`config.mk`:
```
export PLATFORM = sky130hd
export DESIGN_NAME = cnn_conv_sequencer_flat
export DESIGN_NICKNAME = d
export VERILOG_FILES = /design/src/rtl/cnn_conv_sequencer_if.sv /design/src/rtl/cnn_conv_sequencer.sv /design/src/flat_wrapper.sv
export SDC_FILE = /design/constraint.sdc
export NUM_CORES = 1
export LEC_CHECK = 0
export CAP_MARGIN = 10
export CELL_PAD_IN_SITES_DETAIL_PLACEMENT = 0
export CELL_PAD_IN_SITES_GLOBAL_PLACEMENT = 2
export CORE_MARGIN = 2
export CORE_UTILIZATION = 39
export CTS_BUF_LIST = sky130_fd_sc_hd__clkbuf_4 sky130_fd_sc_hd__clkbuf_8
export CTS_CLUSTER_SIZE = 10
export DETAILED_ROUTE_END_ITERATION = 6
export PLACE_DENSITY_LB_ADDON = 0.1
export SYNTH_ARGS = -nofsm -noshare
export SYNTH_HDL_FRONTEND = slang
export SYNTH_SLANG_ARGS = --single-unit
```
`constraint.sdc`:
```
create_clock -name clkIn -period 5.15 [get_ports clkIn]
set_input_delay 1.03 -clock clkIn [delete_from_list [all_inputs] [get_ports clkIn]]
set_output_delay 1.03 -clock clkIn [all_outputs]
set_load 0.02 [all_outputs]
```
`src/rtl/cnn_conv_sequencer_if.sv`:
```
// Beat stream from the convolution loop sequencer to the banked RAM read stage.
// The master drives one vector read request per beat; the slave returns ready.
interface cnn_conv_sequencer_if #(
  parameter int VECTOR_SIZE = 8,
  parameter int ADDR_WIDTH  = 16
);
  logic                   validOut;
  logic                   readyIn;
  logic [ADDR_WIDTH-1:0]  dataAddrOut;
  logic [ADDR_WIDTH-1:0]  filtAddrOut;
  logic [VECTOR_SIZE-1:0] laneEnOut;
  logic                   lastOut;

  modport master (
    output validOut, dataAddrOut, filtAddrOut, laneEnOut, lastOut,
    input  readyIn
  );

  modport slave (
    input  validOut, dataAddrOut, filtAddrOut, laneEnOut, lastOut,
    output readyIn
  );
endinterface

```
`src/rtl/cnn_conv_sequencer.sv`:
```
// Loop controller for the vector MAC: walks row-chunk, filter-column and output-base
// loops and emits one data/filter vector address pair per accepted beat.
module cnn_conv_sequencer #(
  parameter int VECTOR_SIZE = 8,
  parameter int CNT_WIDTH   = 16,
  parameter int ADDR_WIDTH  = 16
) (
  input  logic                 clkIn,
  input  logic                 rstIn,
  input  logic                 startIn,
  input  logic [CNT_WIDTH-1:0] filtRowsIn,
  input  logic [CNT_WIDTH-1:0] filtColsIn,
  input  logic [CNT_WIDTH-1:0] dataRowsIn,
  input  logic [CNT_WIDTH-1:0] numOutIn,
  output logic                 busyOut,
  output logic                 errOut,
  output logic                 doneOut,
  cnn_conv_sequencer_if.master beat
);

  localparam int LOG2V = $clog2(VECTOR_SIZE);
  localparam logic [CNT_WIDTH-1:0]   C_ONE = CNT_WIDTH'(1);
  localparam logic [VECTOR_SIZE-1:0] V_ONE = VECTOR_SIZE'(1);
  localparam logic [ADDR_WIDTH-1:0]  A_ONE = ADDR_WIDTH'(1);
  localparam logic [ADDR_WIDTH-1:0]  VSTEP = ADDR_WIDTH'(VECTOR_SIZE);

  typedef enum logic [1:0] {S_IDLE, S_INIT, S_RUN} state_e;

  state_e state_q, state_d;
  logic valid_q, valid_d, busy_q, busy_d, err_q, err_d, done_q, done_d, last_q, last_d;
  logic [ADDR_WIDTH-1:0]  filt_q, filt_d, data_q, data_d;
  logic [VECTOR_SIZE-1:0] en_q, en_d, lastMask_q, lastMask_d;
  logic [CNT_WIDTH-1:0]   fRows_q, fRows_d, dRows_q, dRows_d, colsM1_q, colsM1_d, outM1_q, outM1_d;
  logic [CNT_WIDTH-1:0]   nChkM1_q, nChkM1_d, r_q, r_d, c_q, c_d, b_q, b_d;
  logic [ADDR_WIDTH-1:0]  colFilt_q, colFilt_d, colData_q, colData_d, baseData_q, baseData_d;

  logic [LOG2V-1:0]       rem;
  logic [CNT_WIDTH-1:0]   initChkM1;
  logic [VECTOR_SIZE-1:0] initMask;
  logic                   fire, reject;

  // Chunk count and partial-lane mask of the last row chunk, from latched filtRows.
  assign rem       = fRows_q[LOG2V-1:0];
  assign initChkM1 = (fRows_q >> LOG2V) + {{(CNT_WIDTH-1){1'b0}}, (rem != '0)} - C_ONE;
  assign initMask  = (rem == '0) ? '1 : ((V_ONE << rem) - V_ONE);

  assign fire   = valid_q && beat.readyIn;
  assign reject = (filtRowsIn == '0) || (filtColsIn == '0) || (numOutIn == '0) ||
                  (filtRowsIn > dataRowsIn);

  always_comb begin
    state_d = state_q;  valid_d = valid_q;  busy_d = busy_q;  err_d = 1'b0;  done_d = 1'b0;
    last_d = last_q;  filt_d = filt_q;  data_d = data_q;  en_d = en_q;
    lastMask_d = lastMask_q;  nChkM1_d = nChkM1_q;
    fRows_d = fRows_q;  dRows_d = dRows_q;  colsM1_d = colsM1_q;  outM1_d = outM1_q;
    r_d = r_q;  c_d = c_q;  b_d = b_q;
    colFilt_d = colFilt_q;  colData_d = colData_q;  baseData_d = baseData_q;
    case (state_q)
      S_IDLE: begin
        if (startIn) begin
          fRows_d  = filtRowsIn;
          dRows_d  = dataRowsIn;
          colsM1_d = filtColsIn - C_ONE;
          outM1_d  = numOutIn - C_ONE;
          if (reject) begin
            err_d = 1'b1;
          end else begin
            state_d = S_INIT;
            busy_d  = 1'b1;
          end
        end
      end
      S_INIT: begin
        nChkM1_d   = initChkM1;
        lastMask_d = initMask;
        r_d = '0;  c_d = '0;  b_d = '0;
        colFilt_d = '0;  colData_d = '0;  baseData_d = '0;
        filt_d  = '0;
        data_d  = '0;
        en_d    = (initChkM1 == '0) ? initMask : '1;
        last_d  = (initChkM1 == '0) && (colsM1_q == '0);
        valid_d = 1'b1;
        state_d = S_RUN;
      end
      S_RUN: begin
        if (fire) begin
          if (r_q != nChkM1_q) begin
            r_d    = r_q + C_ONE;
            filt_d = filt_q + VSTEP;
            data_d = data_q + VSTEP;
          end else if (c_q != colsM1_q) begin
            r_d       = '0;
            c_d       = c_q + C_ONE;
            colFilt_d = colFilt_q + ADDR_WIDTH'(fRows_q);
            colData_d = colData_q + ADDR_WIDTH'(dRows_q);
            filt_d    = colFilt_d;
            data_d    = colData_d;
          end else if (b_q != outM1_q) begin
            r_d        = '0;
            c_d        = '0;
            b_d        = b_q + C_ONE;
            baseData_d = baseData_q + A_ONE;
            colFilt_d  = '0;
            colData_d  = baseData_d;
            filt_d     = '0;
            data_d     = baseData_d;
          end else begin
            state_d = S_IDLE;
            valid_d = 1'b0;
            busy_d  = 1'b0;
            done_d  = 1'b1;
          end
          en_d   = (r_d == nChkM1_q) ? lastMask_q : '1;
          last_d = (r_d == nChkM1_q) && (c_d == colsM1_q);
        end
      end
      default: state_d = S_IDLE;
    endcase
  end

  always_ff @(posedge clkIn) begin
    if (rstIn) begin
      state_q <= S_IDLE;
      valid_q <= 1'b0;
      busy_q  <= 1'b0;
      err_q   <= 1'b0;
      done_q  <= 1'b0;
      last_q  <= 1'b0;
      filt_q  <= '0;
      data_q  <= '0;
      en_q    <= '0;
    end else begin
      state_q <= state_d;
      valid_q <= valid_d;
      busy_q  <= busy_d;
      err_q   <= err_d;
      done_q  <= done_d;
      last_q  <= last_d;
      filt_q  <= filt_d;
      data_q  <= data_d;
      en_q    <= en_d;
    end
  end

  // Loop counters and address accumulators are rebuilt in INIT, so they need no reset.
  always_ff @(posedge clkIn) begin
    fRows_q    <= fRows_d;
    dRows_q    <= dRows_d;
    colsM1_q   <= colsM1_d;
    outM1_q    <= outM1_d;
    nChkM1_q   <= nChkM1_d;
    lastMask_q <= lastMask_d;
    r_q        <= r_d;
    c_q        <= c_d;
    b_q        <= b_d;
    colFilt_q  <= colFilt_d;
    colData_q  <= colData_d;
    baseData_q <= baseData_d;
  end

  assign busyOut          = busy_q;
  assign errOut           = err_q;
  assign doneOut          = done_q;
  assign beat.validOut    = valid_q;
  assign beat.filtAddrOut = filt_q;
  assign beat.dataAddrOut = data_q;
  assign beat.laneEnOut   = en_q;
  assign beat.lastOut     = last_q;

endmodule

```
`src/flat_wrapper.sv`:
```
// flat-port wrapper written by rule: the top's interface ports become plain ports
module cnn_conv_sequencer_flat 
#(
  parameter int VECTOR_SIZE = 8,
  parameter int CNT_WIDTH   = 16,
  parameter int ADDR_WIDTH  = 16
)
  (clkIn, rstIn, startIn, filtRowsIn, filtColsIn, dataRowsIn, numOutIn, busyOut, errOut, doneOut, beat_validOut, beat_dataAddrOut, beat_filtAddrOut, beat_laneEnOut, beat_lastOut, beat_readyIn);
  cnn_conv_sequencer_if #(.VECTOR_SIZE(VECTOR_SIZE), .ADDR_WIDTH(ADDR_WIDTH)) beat_i ();
  input  logic clkIn;
  input  logic rstIn;
  input  logic startIn;
  input  logic [CNT_WIDTH-1:0] filtRowsIn;
  input  logic [CNT_WIDTH-1:0] filtColsIn;
  input  logic [CNT_WIDTH-1:0] dataRowsIn;
  input  logic [CNT_WIDTH-1:0] numOutIn;
  output logic busyOut;
  output logic errOut;
  output logic doneOut;
  output wire logic [$bits(beat_i.validOut)-1:0] beat_validOut;
  output wire logic [$bits(beat_i.dataAddrOut)-1:0] beat_dataAddrOut;
  output wire logic [$bits(beat_i.filtAddrOut)-1:0] beat_filtAddrOut;
  output wire logic [$bits(beat_i.laneEnOut)-1:0] beat_laneEnOut;
  output wire logic [$bits(beat_i.lastOut)-1:0] beat_lastOut;
  input wire logic [$bits(beat_i.readyIn)-1:0] beat_readyIn;
  assign beat_validOut = beat_i.validOut;
  assign beat_dataAddrOut = beat_i.dataAddrOut;
  assign beat_filtAddrOut = beat_i.filtAddrOut;
  assign beat_laneEnOut = beat_i.laneEnOut;
  assign beat_lastOut = beat_i.lastOut;
  assign beat_i.readyIn = beat_readyIn;
  cnn_conv_sequencer #(.VECTOR_SIZE(VECTOR_SIZE), .CNT_WIDTH(CNT_WIDTH), .ADDR_WIDTH(ADDR_WIDTH)) u_core (.clkIn(clkIn), .rstIn(rstIn), .startIn(startIn), .filtRowsIn(filtRowsIn), .filtColsIn(filtColsIn), .dataRowsIn(dataRowsIn), .numOutIn(numOutIn), .busyOut(busyOut), .errOut(errOut), .doneOut(doneOut), .beat(beat_i));
endmodule
```
==> run_results.csv, run 1 <==
group,metric,value,unit
critical_path,path_cells,"nor3_1, inv_1, ha_1, ha_1, nand3_1, or3_1, nor2_1, xnor2_1, nand2_1, or4_1, nor4_2, a211oi_1, o21a_1",
yosys,cell_count_after_synthesis,1515,
sta,max_slew.worst_pin.slew,1.064,ns
yosys,synth-seq-area-share,44.50,%
drt,dr_drc_count,0,
global_routing,grt_remaining_overflow,0,
drt,routed-via-count,11900,
placement,gp_congestion,0.8750,
floorplan,die-height,196.6,microns
floorplan,design.portCount,113,
power_and_ir_drop,power_density,362.0,mW/mm^2
critical_path,regToRegStartpoint,"u_core.fRows_q[1]$_DFFE_PP_",
critical_path,crit_path_frequent_cell,"ha_1",
sta,finish_stage_setup_viols,0,
clock_tree,cts_buffers,45,
critical_path,critPathMaxStageDelay,0.68,ns
floorplan,die_area,0.03864,sq mm
job,drv_cap,0,
drt,drtIter0Drc,728,
yosys,synth_flop_cell,"edfxtp_1",
sta,hold-worst-slack,0.4529,ns
floorplan,floorplan.initialDensity,39.51,%
placement,io_buffer_count,112,
critical_path,setup.worst_path.end_class,"flop",
global_routing,grt_max_degree,45,
finish,area_growth_syn_to_layout,17.92,%
global_routing,antenna_found_initial,0,
hold_path,worst_hold_path_type,"reg2reg",
finish,multi_input_comb_area,0.007545,sq mm
clock_tree,cts.path.max_buffers,3,
hold_path,startpoint_of_the_worst_hold_path,"u_core.lastMask_q[2]$_DFFE_PP_",
sta,share_of_the_clock_period_used_by_the_worst_path,82.45,%
floorplan,die_x,196.6,microns
hold_path,hold_path_depth,1,
drt,wire_per_inst,20.77,microns
clock_tree,cts.clk_slew.worst_paths,0.06,ns
global_routing,via_count_of_the_first_global_routing_pass,11810,
placement,dp_cells,2054,
sta,timing.fmax,235.5,MHz
yosys,avgSynthCellArea,9.547,sq um
clock_tree,clk_root_buffer_cell,"clkbuf_8",
sta,finalHoldViolations,0,
critical_path,worst_setup_path_category,"reg2reg",
sta,rsz0062_at_grt,"no",
finish,nets,1764,
clock_tree,cts_resized,0,
critical_path,r2r_cell_count,13,
power_and_ir_drop,total_leakage_power,6.229,nW
sta,report.final.slew_viol_count,0,
finish,drive_above_1_share,8.388,%
yosys,ys_types,74,
yosys,synth_area,0.01446,sq mm
clock_tree,cts_hold_buffers,0,
sta,finalClockSkew,0.03127,ns
clock_tree,tritoncts,"built",
yosys,postSynthNetCount,1646,
floorplan,rows,70,
global_routing,track_usage,23.14,%
yosys,number_of_flops_mapped_to_enable_cells_by_yosys,183,
finish,fillerInstances,3547,
drt,postRouteAntennaNets,0,
critical_path,crit_start_category,"flop",
drt,drt_wl_total,44390,microns
clock_tree,post_cts_buffers,0,
finish,stdcell_count,2137,
clock_tree,cts_max_level,2,
yosys,postSynthRegisterBits,230,
hold_path,worstHoldEndpoint,"u_core.beat.laneEnOut[2]$_SDFFE_PP0P_",
clock_tree,numClockSinks,230,
run_status,status,"completed",
critical_path,critPathMaxFanout,9,
sta,tns,0,ns
finish,finalCoreUtilization,46.59,%
critical_path,critical_path.reg2reg.endpoint,"u_core.beat.laneEnOut[7]$_SDFFE_PP0P_",
critical_path,critPathRequiredTime,5.64,ns
critical_path,critical_path.slowest_cell,"nor4_2",
sta,finalWorstPathRequiredPeriod,4.246,ns
critical_path,signal_arrival_time_at_the_worst_endpoint,4.73,ns
yosys,yosysWarningCount,0,
yosys,synth_top_cell_area_share,37.99,%
yosys,netlist_top_cells_area,"edfxtp_1 38%, dfxtp_1 6.5%, xor2_1 5.7%, ha_1 5.3%, xnor2_1 4.6%",
floorplan,floorplan.core_area,0.03661,sq mm
drt,detailedRoute.firstPassIterationCount,6,
yosys,yosysTopAreaCell,"edfxtp_1",
finish,regArea,0.006436,sq mm
clock_tree,clk-insertion-delay-late,0.61,ns
drt,avgViaCountPerCell,5.570,
sta,max_slew_margin,28.92,%
power_and_ir_drop,vdd_drop_max,0.3111,mV
finish,antenna_cells,0,
yosys,asyncSetResetFlopFracSynth,0,%
placement,hpwlAfterDp,32460,microns
critical_path,r2r_slack,0.90,ns
global_routing,grt_pass1_wl,68680,microns
==> per-layer routing <==
metal / vias to the layer above / track usage, % / wire (microns)
met5: - / 0 / 0
met4: 0 / 8.271 / 1199
met1: 5725 / 31.85 / 20840
met3: 75 / 3.131 / 1778
met2: 284 / 37.43 / 20570
li1: 5819 / - / -
==> worst max-delay path by stage <==
stage | to | slack [ns] | start | depth (start not counted)
3_3_place_gp | u_core.state_q[1]$_SDFFE_PP0P_ | 0.94 | dataRowsIn[15] | 13
4_1_cts | u_core.beat.laneEnOut[7]$_SDFFE_PP0P_ | 0.86 | u_core.fRows_q[1]$_DFFE_PP_ | 12
5_1_grt | u_core.beat.laneEnOut[6]$_SDFFE_PP0P_ | 0.43 | u_core.fRows_q[1]$_DFFE_PP_ | 12
2_1_floorplan | u_core.b_q[0]$_SDFFCE_PN0P_ | 0.90 | u_core.r_q[13]$_SDFFCE_PN0P_ | 10
3_5_place_dp | u_core.state_q[1]$_SDFFE_PP0P_ | 0.85 | dataRowsIn[12] | 13
6_report | u_core.beat.laneEnOut[7]$_SDFFE_PP0P_ | 0.90 | u_core.fRows_q[1]$_DFFE_PP_ | 13
==> sequential cells by signal, indices dropped and copies added, names as in the netlist, 7 cells and up <==
name                     cells
u_core.beat.dataAddrOut     16
u_core.baseData_q           16
u_core.c_q                  16
u_core.b_q                  16
u_core.fRows_q              16
u_core.colData_q            16
u_core.nChkM1_q             16
u_core.colFilt_q            16
u_core.colsM1_q             16
u_core.beat.laneEnOut        8
u_core.outM1_q              16
u_core.lastMask_q            7
u_core.r_q                  16
u_core.dRows_q              16
u_core.beat.filtAddrOut     16
==> cells in the final DEF, fill, tap and decap left out, types with 14 or more instances in the layout <==
| cell type | netlist | final |
|---|---|---|
| ha_1 | 61 | 61 |
| clkbuf_8 | 0 | 53 |
| nand3_1 | 60 | 60 |
| nor4_1 | 21 | 21 |
| and3_1 | 38 | 38 |
| inv_1 | 56 | 56 |
| a211oi_1 | 14 | 14 |
| nand2_1 | 98 | 98 |
| and2_1 | 34 | 33 |
| buf_4 | 3 | 26 |
| xor2_1 | 94 | 94 |
| nor3_1 | 44 | 44 |
| clkdlybuf4s50_1 | 0 | 111 |
| clkbuf_4 | 0 | 16 |
| a21oi_1 | 89 | 88 |
| a22oi_1 | 20 | 20 |
| nand4_1 | 30 | 30 |
| dfxtp_1 | 47 | 47 |
| xnor2_1 | 76 | 76 |
| edfxtp_1 | 183 | 183 |
| nor2b_1 | 17 | 17 |
| o21ai_0 | 77 | 77 |
| nor2_1 | 171 | 170 |
==> cells by family after synthesis <==
logic type	after synthesis	share of synthesized area [%]
adder cells (fa/ha/maj)	63	5.554
AND/OR/NAND/NOR	593	20.98
multiplexers	9	0.6488
buffers and inverters	124	3.521
XOR/XNOR	170	10.29
AO/OA/AOI/OAI	326	14.51
flip-flops	230	44.50
==> cells in the mapped netlist, types with 9 or more instances <==
cell	instances
edfxtp_1	183
nor2_1	171
nand2_1	98
xor2_1	94
a21oi_1	89
o21ai_0	77
xnor2_1	76
ha_1	61
nand3_1	60
inv_1	56
dfxtp_1	47
clkbuf_1	45
nor3_1	44
and3_1	38
and2_1	34
nand4_1	30
nor4_1	21
a22oi_1	20
nor2b_1	17
a211oi_1	14
a21o_1	14
nand3b_1	13
nor3b_1	13
o21a_1	13
or3_1	13
o22ai_1	10
nand2b_1	9
==> where the power goes <==
group	switching [mW]	total (mW)	internal (mW)
Sequential	0.280	2.63	2.35
Combinational	0.944	1.57	0.624
Clock	0.833	1.98	1.15
Total	2.06	6.17	4.12
==> layout make-up <==
type / instances / share of cell area [%]
multi-input cells: 1161 / 44.23
repair buffers: 138 / 7.688
inverters: 57 / 1.254
flip-flops and latches: 230 / 37.73
clock buffers: 69 / 4.981
well taps: 468 / 3.433
clock inverters: 14 / 0.6749
==> worst max-delay path, delay by kind of cell (launching register included) <==
family | cells | cell delay, ns
DFF | 1 | 0.60
adders and majority gates | 2 | 0.52
AOI/OAI and AO/OA | 2 | 0.33
buffers and inverters | 1 | 0.21
and+or+nand+nor | 7 | 2.23
xor gates and xnor gates | 1 | 0.23
==> through the flow <==
step / area (sq um) / setup WS (ns) / total power, mW
2_1_floorplan: 14460 / 0.8969 / 3.665
3_3_place_gp: 16090 / 0.9404 / 4.223
3_5_place_dp: 16090 / 0.8527 / 4.223
4_1_cts: 17060 / 0.8562 / 6.238
5_1_grt: 17060 / 0.4283 / 6.512
6_report: 17060 / 0.9040 / 6.175
Note: power is estimated with default switching activity, not from simulation.
==> run 2: changes to the inputs <==
Settings changed: CORE_UTILIZATION 39 to 35.
Clock period 5.15 ns to 3.79 ns, I/O delays scaled along.
==> run_results.csv, run 2 (synthesis results as in run 1) <==
group,metric,value,unit
power_and_ir_drop,seq_power_share,39.9,%
finish,antenna_cells,0,
floorplan,design.portCount,113,
placement,io_buffer_count,112,
drt,postRouteAntennaNets,0,
power_and_ir_drop,power_switching,2.896,mW
drt,routed-via-count,12260,
critical_path,signal_arrival_time_at_the_worst_endpoint,4.06,ns
drt,drt_wl_total,46900,microns
global_routing,via_count_of_the_first_global_routing_pass,12390,
power_and_ir_drop,vdd_drop_max,0.2950,mV
power_and_ir_drop,p_sw_share,33.14,%
sta,finish_stage_setup_viols,0,
power_and_ir_drop,p_clk_share,32.7,%
critical_path,critPathRequiredTime,4.27,ns
critical_path,critPathMaxStageDelay,0.55,ns
finish,nets,1864,
global_routing,track_usage,21.85,%
floorplan,die_x,207.3,microns
finish,drive_above_1_share,14.01,%
finish,finalCoreUtilization,44.07,%
clock_tree,cts_buffers,46,
global_routing,antenna_found_initial,0,
critical_path,critical_path.reg2reg.endpoint,"u_core.beat.laneEnOut[7]$_SDFFE_PP0P_",
clock_tree,cts_max_level,2,
hold_path,worstHoldEndpoint,"u_core.beat.laneEnOut[3]$_SDFFE_PP0P_",
critical_path,path_cells,"xnor2_1, nand4_1, or4_4, nor4_4, buf_4, nand2_1, o21ai_0, xor2_1, a2111oi_2, nand4_2, buf_4, o21a_1",
placement,gp_congestion,0.8848,
sta,max_slew.worst_pin.slew,0.7761,ns
critical_path,regToRegStartpoint,"u_core.nChkM1_q[4]$_DFFE_PP_",
finish,stdcell_count,2302,
placement,hpwlAfterDp,35110,microns
hold_path,worst_hold_path_type,"reg2reg",
clock_tree,clk-insertion-delay-late,0.61,ns
sta,finalClockSkew,0.02722,ns
critical_path,r2r_slack,0.21,ns
clock_tree,tritoncts,"built",
sta,finalHoldViolations,0,
sta,tns,0,ns
sta,report.final.slew_viol_count,0,
clock_tree,cts.path.max_buffers,3,
power_and_ir_drop,power_density,485.7,mW/mm^2
sta,share_of_the_clock_period_used_by_the_worst_path,94.44,%
finish,area_growth_syn_to_layout,24.40,%
clock_tree,cts_hold_buffers,0,
global_routing,grt_pass1_wl,73220,microns
hold_path,startpoint_of_the_worst_hold_path,"u_core.lastMask_q[3]$_DFFE_PP_",
power_and_ir_drop,total_leakage_power,6.742,nW
critical_path,critical_path.slowest_cell,"or4_4",
drt,avgViaCountPerCell,5.324,
critical_path,crit_start_category,"flop",
critical_path,crit_path_frequent_cell,"buf_4",
critical_path,setup.worst_path.end_class,"flop",
run_status,status,"completed",
hold_path,hold_path_depth,1,
sta,timing.fmax,279.4,MHz
drt,wire_per_inst,20.37,microns
power_and_ir_drop,power.internal,5.844,mW
critical_path,worst_setup_path_category,"reg2reg",
clock_tree,numClockSinks,230,
global_routing,grt_remaining_overflow,0,
critical_path,critPathMaxFanout,11,
sta,finalWorstPathRequiredPeriod,3.579,ns
power_and_ir_drop,gate_power_share,27.4,%
drt,drtIter0Drc,791,
sta,max_slew_margin,48.07,%
floorplan,floorplan.core_area,0.04083,sq mm
floorplan,die-height,207.3,microns
job,drv_cap,0,
placement,dp_cells,2216,
floorplan,floorplan.initialDensity,35.42,%
critical_path,r2r_cell_count,12,
floorplan,die_area,0.04297,sq mm
finish,most_frequent_cells_in_the_layout,"183 x edfxtp_1, 169 x nor2_1, 122 x buf_4, 111 x clkdlybuf4s50_1, 98 x nand2_1",
global_routing,grt_max_degree,50,
floorplan,rows,74,
clock_tree,cts.clk_slew.worst_paths,0.06,ns
finish,leading_cell_type_in_the_layout_fill_and_taps_excluded,"edfxtp_1",
drt,detailedRoute.firstPassIterationCount,7,
drt,dr_drc_count,0,
clock_tree,clk_root_buffer_cell,"clkbuf_8",
-- run 2: changes by cell type in the layout (fill, tap and decap cells not counted), moves of 2 or more --
cell	change
buf_4	+96
clkinv_2	+10
clkbuf_8	-2
clkinv_1	-3
clkbuf_4	-8
buf_12	+3
bufinv_16	+3
-- run 2: area by class of cell --
class / count / area [sq um]
Tap cell: 532 / 665.6
Inverter: 57 / 214.0
Fill cell: 4048 / 22840
Clock buffer: 59 / 762.0
Sequential cell: 230 / 6436
Multi-Input combinational cell: 1161 / 7564
Timing Repair Buffer: 237 / 2092
Clock inverter: 26 / 260.3
-- run 2: worst max-delay path, delay by kind of cell, from the launching register on --
kind	cells	cell delay, ns
compound gates	3	0.73
xor+xnor	2	0.53
buf+inv	2	0.45
flops	1	0.42
simple gates	5	1.31
-- run 2: per-layer routing --
| metal | routed length, microns | track usage, % |
|---|---|---|
| met1 | 21690 | 29.70 |
| met2 | 21740 | 35.07 |
| met3 | 2220 | 4.281 |
| met4 | 1256 | 6.897 |
| met5 | 0 | 0 |
-- run 2: worst max path at each step --
stage	start	to	slack (ns)	cells after the start
after detailed placement	dataRowsIn[11]	u_core.state_q[1]$_SDFFE_PP0P_	-0.11	13
final	u_core.nChkM1_q[4]$_DFFE_PP_	u_core.beat.laneEnOut[7]$_SDFFE_PP0P_	0.21	12
after CTS	u_core.r_q[5]$_SDFFCE_PN0P_	u_core.beat.laneEnOut[7]$_SDFFE_PP0P_	0.05	12
after floorplan	u_core.r_q[13]$_SDFFCE_PN0P_	u_core.b_q[0]$_SDFFCE_PN0P_	0.24	10
after global placement	dataRowsIn[11]	u_core.state_q[1]$_SDFFE_PP0P_	-0.08	13
after global routing	u_core.fRows_q[0]$_DFFE_PP_	u_core.beat.laneEnOut[7]$_SDFFE_PP0P_	-0.01	14
-- run 2: timing repair --
item / in CTS / in global routing
buffers inserted: 0 / 1
resized for setup: 0 / 5
setup endpoints to repair: 0 / 10
-- run 2: stage by stage --
step | hold slack [ns] | setup slack [ns] | power (mW) | instance area [sq um]
floorplan | 0.4338 | 0.2394 | 4.979 | 14470
global placement | 0.4385 | -0.08085 | 5.928 | 16950
detailed placement | 0.4452 | -0.1100 | 5.926 | 16950
CTS | 0.4605 | 0.04848 | 8.846 | 17970
global route | 0.4737 | -0.01404 | 9.260 | 17990
finish | 0.4563 | 0.2109 | 8.740 | 17990
-- run 2: power groups by stage --
| stage | clock [mW] | combinational, mW | sequential (mW) |
|---|---|---|---|
| 6_report | 2.86 | 2.39 | 3.49 |
| 5_1_grt | 3.06 | 2.68 | 3.53 |
| 4_1_cts | 2.95 | 2.41 | 3.49 |
| 3_5_place_dp | 0 | 2.39 | 3.53 |
| 3_3_place_gp | 0 | 2.39 | 3.53 |
| 2_1_floorplan | 0 | 1.51 | 3.47 |
